$ cat config.mk
export PLATFORM = sky130hd
export DESIGN_NAME = comparator_unit
export DESIGN_NICKNAME = d
export VERILOG_FILES = /design/src/rtl/comparator_pkg.sv /design/src/rtl/comparator_sat_counter.sv /design/src/rtl/comparator_unit.sv
export SDC_FILE = /design/constraint.sdc
export NUM_CORES = 1
export LEC_CHECK = 0
export CAP_MARGIN = 20
export CORE_MARGIN = 1
export CORE_UTILIZATION = 31
export DETAILED_ROUTE_END_ITERATION = 10
export SYNTH_ARGS = -nofsm -noshare
export SYNTH_HDL_FRONTEND = slang
export SYNTH_SLANG_ARGS = --single-unit
$ cat constraint.sdc
create_clock -name i_clk -period 2.7 [get_ports i_clk]
set_clock_uncertainty 0.1 [all_clocks]
set_input_delay 0.27 -clock i_clk [delete_from_list [all_inputs] [get_ports i_clk]]
set_output_delay 0.27 -clock i_clk [all_outputs]
set_load 0.005 [all_outputs]
$ cat src/rtl/comparator_pkg.sv
// Shared encodings for the registered magnitude comparator.
package comparator_pkg;

  // One-hot result encodings driven on o_f.
  localparam logic [2:0] F_GT   = 3'b100;
  localparam logic [2:0] F_EQ   = 3'b010;
  localparam logic [2:0] F_LT   = 3'b001;
  localparam logic [2:0] F_NONE = 3'b000;

  // Bit positions of each relation within o_f.
  localparam int unsigned F_GT_BIT = 2;
  localparam int unsigned F_EQ_BIT = 1;
  localparam int unsigned F_LT_BIT = 0;

endpackage

$ cat src/rtl/comparator_sat_counter.sv
// Saturating up-counter with synchronous clear; clear has priority over increment.
module comparator_sat_counter #(
  parameter int unsigned CNT_W = 16
) (
  input  logic             i_clk,
  input  logic             i_rst_n,
  input  logic             inc,
  input  logic             clr,
  output logic [CNT_W-1:0] cnt
);

  logic [CNT_W-1:0] cnt_q, cnt_d;

  // Next count: clear first, otherwise step unless already all-ones.
  always_comb begin
    cnt_d = cnt_q;
    if (clr) begin
      cnt_d = '0;
    end else if (inc && (cnt_q != '1)) begin
      cnt_d = cnt_q + 1'b1;
    end
  end

  // Count register.
  always_ff @(posedge i_clk or negedge i_rst_n) begin
    if (!i_rst_n) begin
      cnt_q <= '0;
    end else begin
      cnt_q <= cnt_d;
    end
  end

  assign cnt = cnt_q;

endmodule

$ cat src/rtl/comparator_unit.sv
// Registered signed/unsigned magnitude comparator with one-hot result and max/min outputs.
// Optional per-relation sample counters are built when COMPARATOR_STATS_EN is defined.
module comparator_unit
  import comparator_pkg::*;
#(
  parameter int unsigned WIDTH = 3,
  parameter int unsigned CNT_W = 16
) (
  input  logic             i_clk,
  input  logic             i_rst_n,
  input  logic             i_valid,
  input  logic             i_signed,
  input  logic [WIDTH-1:0] i_a,
  input  logic [WIDTH-1:0] i_b,
  output logic             o_valid,
  output logic [2:0]       o_f,
  output logic [WIDTH-1:0] o_max,
`ifdef COMPARATOR_STATS_EN
  output logic [WIDTH-1:0] o_min,
  input  logic             i_cnt_clr,
  output logic [CNT_W-1:0] o_gt_cnt,
  output logic [CNT_W-1:0] o_eq_cnt,
  output logic [CNT_W-1:0] o_lt_cnt
`else
  output logic [WIDTH-1:0] o_min
`endif
);

  logic [WIDTH-1:0] msb_mask;
  logic [WIDTH-1:0] a_key, b_key;
  logic [2:0]       f_d, f_q;
  logic [WIDTH-1:0] max_d, max_q;
  logic [WIDTH-1:0] min_d, min_q;
  logic             valid_q;

  // Flipping the sign bit maps two's-complement order onto unsigned order,
  // so one unsigned comparator serves both modes.
  always_comb begin
    msb_mask            = '0;
    msb_mask[WIDTH-1]   = i_signed;
    a_key               = i_a ^ msb_mask;
    b_key               = i_b ^ msb_mask;
    if (a_key > b_key) begin
      f_d   = F_GT;
      max_d = i_a;
      min_d = i_b;
    end else if (a_key == b_key) begin
      f_d   = F_EQ;
      max_d = i_a;
      min_d = i_a;
    end else begin
      f_d   = F_LT;
      max_d = i_b;
      min_d = i_a;
    end
  end

  // Result registers load only on a valid sample, otherwise they hold.
  always_ff @(posedge i_clk or negedge i_rst_n) begin
    if (!i_rst_n) begin
      valid_q <= 1'b0;
      f_q     <= F_NONE;
      max_q   <= '0;
      min_q   <= '0;
    end else begin
      valid_q <= i_valid;
      if (i_valid) begin
        f_q   <= f_d;
        max_q <= max_d;
        min_q <= min_d;
      end
    end
  end

  assign o_valid = valid_q;
  assign o_f     = f_q;
  assign o_max   = max_q;
  assign o_min   = min_q;

`ifdef COMPARATOR_STATS_EN
  logic inc_gt, inc_eq, inc_lt;

  // Count the relation of each accepted sample; the counter itself gives clear priority.
  always_comb begin
    inc_gt = i_valid & f_d[F_GT_BIT];
    inc_eq = i_valid & f_d[F_EQ_BIT];
    inc_lt = i_valid & f_d[F_LT_BIT];
  end

  comparator_sat_counter #(.CNT_W(CNT_W)) u_gt_cnt (
    .i_clk  (i_clk),
    .i_rst_n(i_rst_n),
    .inc    (inc_gt),
    .clr    (i_cnt_clr),
    .cnt    (o_gt_cnt)
  );

  comparator_sat_counter #(.CNT_W(CNT_W)) u_eq_cnt (
    .i_clk  (i_clk),
    .i_rst_n(i_rst_n),
    .inc    (inc_eq),
    .clr    (i_cnt_clr),
    .cnt    (o_eq_cnt)
  );

  comparator_sat_counter #(.CNT_W(CNT_W)) u_lt_cnt (
    .i_clk  (i_clk),
    .i_rst_n(i_rst_n),
    .inc    (inc_lt),
    .clr    (i_cnt_clr),
    .cnt    (o_lt_cnt)
  );
`else
  // Without the counters CNT_W has no role; still reject a nonsensical value.
  if (CNT_W < 1) begin : g_cnt_w_check
    $error("CNT_W must be at least 1");
  end
`endif

endmodule

# == Word-level counts from Yosys, hierarchy flattened ==
# Cells that the tools add are included.
# word_totals
wordCells,13
in_bits,10
output_inout_bits,10
register_bits,10
# classes
eq_ne,1
bitwise,2
order_cmp,1
mux,5
# op_table
op,n
two-way mux 3 bit,4
bitwise XOR 3 bit,2
equality test 3 bit,1
> comparator 3 bit,1
two-way mux 2 bit,1

# == Longest topological paths before layout ==
# Gate-level depths: netlist (run 1).
# depth
depth_word,4
mapped_depth,6

# == Least setup slack after synthesis (run 1) ==
# No wires, ideal clock.
# synth_path
path_type,input to register
from,input port i_signed
to,"register f_q[2], in the netlist o_f[2]"
arrival_time_ns,1.349
path_buffers,1
path_slack_ns,1.126
required_time_ns,2.475
cell_stages,6
setup_ns,0.125
cell_sequence,xor2_1 -> ha_1 -> a21oi_2 -> buf_4 -> a21oi_2 -> mux2_2
# synth_between
elab_chain_cells,3
# synth_lines
element,line,text
"start, declared",comparator_unit.sv:12,"input logic i_signed,"
bitwise XOR 3 bit (on tied branches),"comparator_unit.sv:41, comparator_unit.sv:42",
> comparator 3 bit (*),comparator_unit.sv:43,if (a_key > b_key) begin
two-way mux 3 bit (*),comparator_unit.sv:43,
"end signal, assigned",comparator_unit.sv:62,f_q <= F_NONE;
"end signal, assigned",comparator_unit.sv:68,f_q <= f_d;
"end, declared",comparator_unit.sv:31,"logic [2:0] f_d, f_q;"
# Every way passes the cells marked *; elsewhere a longest branch is shown, timed or not.
# A chain may end at the register's enable or synchronous reset.

# == Worst setup path after layout (run 1) ==
# layout_path
from,input port i_a[2]
to,"register max_q[0], in the netlist o_max[0]"
# layout_between
elab_chain_cells,4
# layout_lines
element,line,text
"start, declared",comparator_unit.sv:13,"input logic [WIDTH-1:0] i_a,"
bitwise XOR 3 bit (*),comparator_unit.sv:41,a_key = i_a ^ msb_mask;
branches (longest 2 deep; another with > comparator 3 bit),n/a,
two-way mux 3 bit (*),comparator_unit.sv:43,
"end signal, assigned",comparator_unit.sv:69,max_q <= max_d;
"end, declared",comparator_unit.sv:32,"logic [WIDTH-1:0] max_d, max_q;"
# Mark *: on every way between the ends.

==> results of run 1 <==
[flip-flops by register name (all words and copies together), names as in the netlist]
register	count
o_f	3
o_max	3
o_min	3
o_valid	1
[routing by layer]
layer	up-vias	global-route usage, %
li1	264	-
met1	245	19.6
met2	18	20.3
met3	4	3.92
met4	0	5.29
met5	-	0
[worst reg2reg max path: stages, from the launching register on]
cell and delay [ns]:
dfrtp_1 0.39, and2b_1 0.16, a31oi_1 0.13, nand3_1 0.10
[power breakdown]
group / internal (mW) / switching [mW] / leakage (nW)
sequential: 0.179 / 0.0148 / 0.122
combinational: 0.106 / 0.0745 / 0.222
clock: 0.0819 / 0.0569 / 0.0210
total: 0.367 / 0.146 / 0.366
[layout by cell type (no fill, tap or decap), types with 5 or more instances in the layout]
| cell | Yosys | routed |
|---|---|---|
| clkdlybuf4s50_1 | 0 | 19 |
| inv_1 | 5 | 5 |
| dfrtp_1 | 10 | 10 |
| nand2_1 | 7 | 7 |
[path summary, 6_finish.rpt]
| check | to | slack, ns | cells past startpoint |
|---|---|---|---|
| max reg2reg | o_min[0] | 1.70 | 3 |
| min reg2reg | o_f[1] | 0.41 | 1 |
| max | o_max[0] | 0.59 | 6 |
| min | o_f[0] | 0.22 | 1 |
| max in group asynchronous | o_min[0] | 1.96 | 1 |
| min in group i_clk | o_f[1] | 0.41 | 1 |
[area by class of cell]
cell class / instances / area [um2] / share of cell area (%)
multi-input combinational: 42 / 320 / 37.8
sequential: 10 / 250 / 29.5
timing repair buffer: 19 / 190 / 22.5
clock buffer: 4 / 36.3 / 4.28
tap: 25 / 31.3 / 3.69
inverter: 5 / 18.8 / 2.22
[cell families after synthesis]
kind of cell	share of synthesized area [%]
AND/OR/NAND/NOR	16.9
AO/OA/AOI/OAI	20.1
flip-flops	40.7
buffers and inverters	7.32
multiplexers	6.10
adder cells (fa/ha/maj)	6.10
XOR/XNOR	2.85
==> impl_metrics.ini, run 1 <==
[cts]
cts_root_buffer = clkbuf_4
clk_latency_ns = 0.27
hold_buffers = 0
clkSinkCount = 10
cts_made_buffers = 3
cts_tree = yes
cts-resized-gates = 0
cts_buffer_depth = 2
clk_pin_slew_ns = 0.07
htreeDepth = 1
post_cts_buffers = 0

[yosys]
syn_area_um2 = 616
ys_async_sr_fraction_pct = 100
yosysTopAreaCell = dfrtp_1
postSynthCellCount = 61
synth_seq_area_share_pct = 40.7
synth_edf_count = 0
yosys_warnings = 0
syn-num-nets = 74
yosys.cell_count.top_type = dfrtp_1
synthDominantCellAreaShare_pct = 40.7
synthTopCellsByArea = dfrtp_1 (41%), ha_1 (6.1%), nand2_1 (4.3%)
synth_ff_type = dfrtp_1
ys_ff_latch = 10
synth_cell_type_count = 23
yosys-top-cells-count = dfrtp_1 (10), nand2_1 (7), inv_1 (5)
synth_area_per_cell_um2 = 10.1

[setup_path]
crit_arrival_ns = 2.12
critPathKind = in2reg
r2r-start = o_min[0]
cp_max_fo = 11
cp-start-kind = input pin
critPathTopFamily = compound AO/OA/AOI/OAI gates
endpoint_kind = register
critPathBufInv = 1
worstPathRequired_ns = 2.71
slowest_delay_ns = 0.49
crit_chain = clkdlybuf4s50_1 -> xor2_1 -> ha_1 -> a21oi_2 -> o21a_2 -> o221ai_1
cp_slowest_cell = clkdlybuf4s50_1
crit_start = i_a[2]

[drt]
vias_per_cell = 5.06
routed.top_layer = met4
drtAntennaViolNets = 0
wl_met2_um = 594
met3WireLength_um = 88
wl_per_cell_um = 13.3
m1WireLength_um = 695
drt-total-wl_um = 1400
vias = 531
first_pass_iters = 3
drt_iter0_drc = 2
drc_errors = 0

[placed_design]
placed_area_um2 = 811
port_buffers = 19
place_hpwl_um = 985
gp_congestion = 0.776
place_inst = 101
dp_slack_ns = 0.340

[power]
ir_worst_vdd_mv = 0.292
report.power.total_uw = 513
p_per_area_nw_per_um2 = 606
power.leakage_nw = 0.366

[cells_and_area]
postLayoutCellArea_um2 = 847
fin_util_pct = 47.0
fin_cells = 105
area_delta_synth_final_pct = 37.6
layout.nets = 94
drive_gt1_share_pct = 13.8
antennaDiodeCount = 0
fill_cells = 190

[floorplanning]
dieHeight_um = 46.6
rows = 15
core-area_um2 = 1800
ios = 20
start_util_pct = 34.2
die_area_um2 = 2170
die_w_um = 46.6

[global_routing]
grt_pass1_vias = 457
grt_use_total_pct = 14.1
grt_overflow = 0
grt_max_degree = 26
antenna_found_initial = 0
grt_pass1_wl_um = 2120

[timing]
slew_headroom_pct = 44.2
final_max_slew_viol_count = 0
worst_pin_slew_ns = 0.835
timing.hold.ws_ns = 0.221
fin_tns_setup_ns = 0
setup_viol = 0
fin_crit_ns = 2.11
timing.fmax_ghz = 0.474
grt_setup_unrepaired = false
finalHoldViolCount = 0
finalWorstSetupSlack_ns = 0.591
min_period_over_period_pct = 78.1

[min_path]
hold_class = in2async

[status]
run_status = complete, no violations

[job]
cap_viol_max_count = 0
Note: power is estimated with default switching activity, not from simulation.
==> run 2: changes to the inputs <==
- clock period: 2.7 -> 2.1 ns (I/O delays scaled with it)
==> run 2 against run 1 <==
Die area unchanged. Sequential share of layout area decreased by 1.5 points. Global-route usage increased by 1.0 points. Via count increased by 4.9%. Power increased by 32%. Largest cell class unchanged.
==> impl_metrics.ini, run 2 (synthesis gave the netlist of run 1 again) <==
[setup_path]
critPathKind = in2reg
worstPathRequired_ns = 2.16
crit_arrival_ns = 1.88
cp_max_fo = 8
cp_slowest_cell = clkdlybuf4s50_1
critPathBufInv = 1
crit_chain = clkdlybuf4s50_1 -> xor2_1 -> ha_1 -> and3_1 -> a21oi_2 -> mux2_2
cp-start-kind = input pin
slowest_delay_ns = 0.47
endpoint_kind = register
critPathTopFamily = buffers and inverters

[global_routing]
grt_max_degree = 26
grt_pass1_vias = 517
grt_use_total_pct = 15.1
grt_overflow = 0
grt_pass1_wl_um = 2260
antenna_found_initial = 0

[timing]
finalHoldViolCount = 0
timing.fmax_ghz = 0.548
min_period_over_period_pct = 86.8
timing.hold.ws_ns = 0.134
fin_crit_ns = 1.82
setup_viol = 0
final_max_slew_viol_count = 0
grt_setup_unrepaired = false
fin_tns_setup_ns = 0
slew_headroom_pct = 70.9
worst_pin_slew_ns = 0.434

[cts]
cts-resized-gates = 0
clk_pin_slew_ns = 0.08
post_cts_buffers = 0
hold_buffers = 0
clkSinkCount = 10
cts_tree = yes
htreeDepth = 1
cts_made_buffers = 3
clk_latency_ns = 0.27
cts_buffer_depth = 2
cts_root_buffer = clkbuf_4

[drt]
drtAntennaViolNets = 0
drt-total-wl_um = 1360
vias_per_cell = 5.02
drc_errors = 0
vias = 557
wl_per_cell_um = 12.3
first_pass_iters = 4
drt_iter0_drc = 11

[power]
report.power.total_uw = 675
power.leakage_nw = 0.394
ir_worst_vdd_mv = 0.419
p_per_area_nw_per_um2 = 757

[floorplanning]
rows = 15
core-area_um2 = 1800
start_util_pct = 34.2
die_area_um2 = 2170
die_w_um = 46.6
ios = 20
dieHeight_um = 46.6

[cells_and_area]
antennaDiodeCount = 0
most-common-layout-cells = clkdlybuf4s50_1 (19), dfrtp_1 (10), nand2_1 (7), buf_4 (6), inv_1 (5)
fill_cells = 181
area_delta_synth_final_pct = 44.9
layout_commonest_cell = clkdlybuf4s50_1
drive_gt1_share_pct = 19.8
layout.nets = 100
postLayoutCellArea_um2 = 892

[job]
cap_viol_max_count = 0

[status]
run_status = complete, no violations

[placed_design]
port_buffers = 19
placed_area_um2 = 856
gp_congestion = 0.716
place_hpwl_um = 985

[min_path]
hold_class = in2async
[run 2: cell types whose count changed in the layout (fill, tap and decap cells not counted), sizes merged]
| cell | previous run | this run |
|---|---|---|
| buf | 0 | 6 |
[run 2: power by group]
| part | switching (mW) | internal [mW] | total [mW] |
|---|---|---|---|
| combinational | 0.0981 | 0.146 | 0.244 |
| clock | 0.0775 | 0.105 | 0.183 |
| sequential | 0.0179 | 0.231 | 0.249 |
| total | 0.193 | 0.482 | 0.675 |
[run 2: stage by stage]
| stage | instances | utilization, % | setup slack (ns) |
|---|---|---|---|
| 2_1_floorplan | 61 | - | 0.586 |
| 3_3_place_gp | 107 | 47.5 | 0.0570 |
| 3_5_place_dp | 107 | 47.5 | 0.0142 |
| 4_1_cts | 111 | 49.5 | 0.295 |
| 5_1_grt | 111 | 49.5 | 0.225 |
| 6_report | 111 | 49.5 | 0.277 |
[run 2: cell type report]
type	instances	area (um2)	area share (%)
Tap cell	25	31.3	3.51
Sequential cell	10	250	28.1
Multi-Input combinational cell	42	320	35.9
Clock buffer	4	36.3	4.07
Timing Repair Buffer	25	235	26.4
Inverter	5	18.8	2.10
[run 2: path summary, 6_finish.rpt]
kind                               start        to  slack [ns]  cells after the start
worst max-delay path            i_signed    o_f[2]        0.28                      6
worst min-delay path             i_rst_n  o_max[1]        0.13                      1
worst max register to register  o_min[2]  o_min[2]        1.11                      3
worst min register to register    o_f[1]    o_f[1]        0.42                      1
max in group asynchronous        i_rst_n    o_f[1]        1.46                      1
min in group i_clk                o_f[1]    o_f[1]        0.42                      1
[run 2: layer usage]
| layer | vias to the layer above | GRT usage, % | routed length (um) |
|---|---|---|---|
| met5 | - | 0 | 0 |
| met4 | 0 | 7.06 | 13 |
| met3 | 2 | 4.71 | 104 |
| met2 | 31 | 21.4 | 612 |
| met1 | 247 | 20.5 | 630 |
| li1 | 277 | - | - |
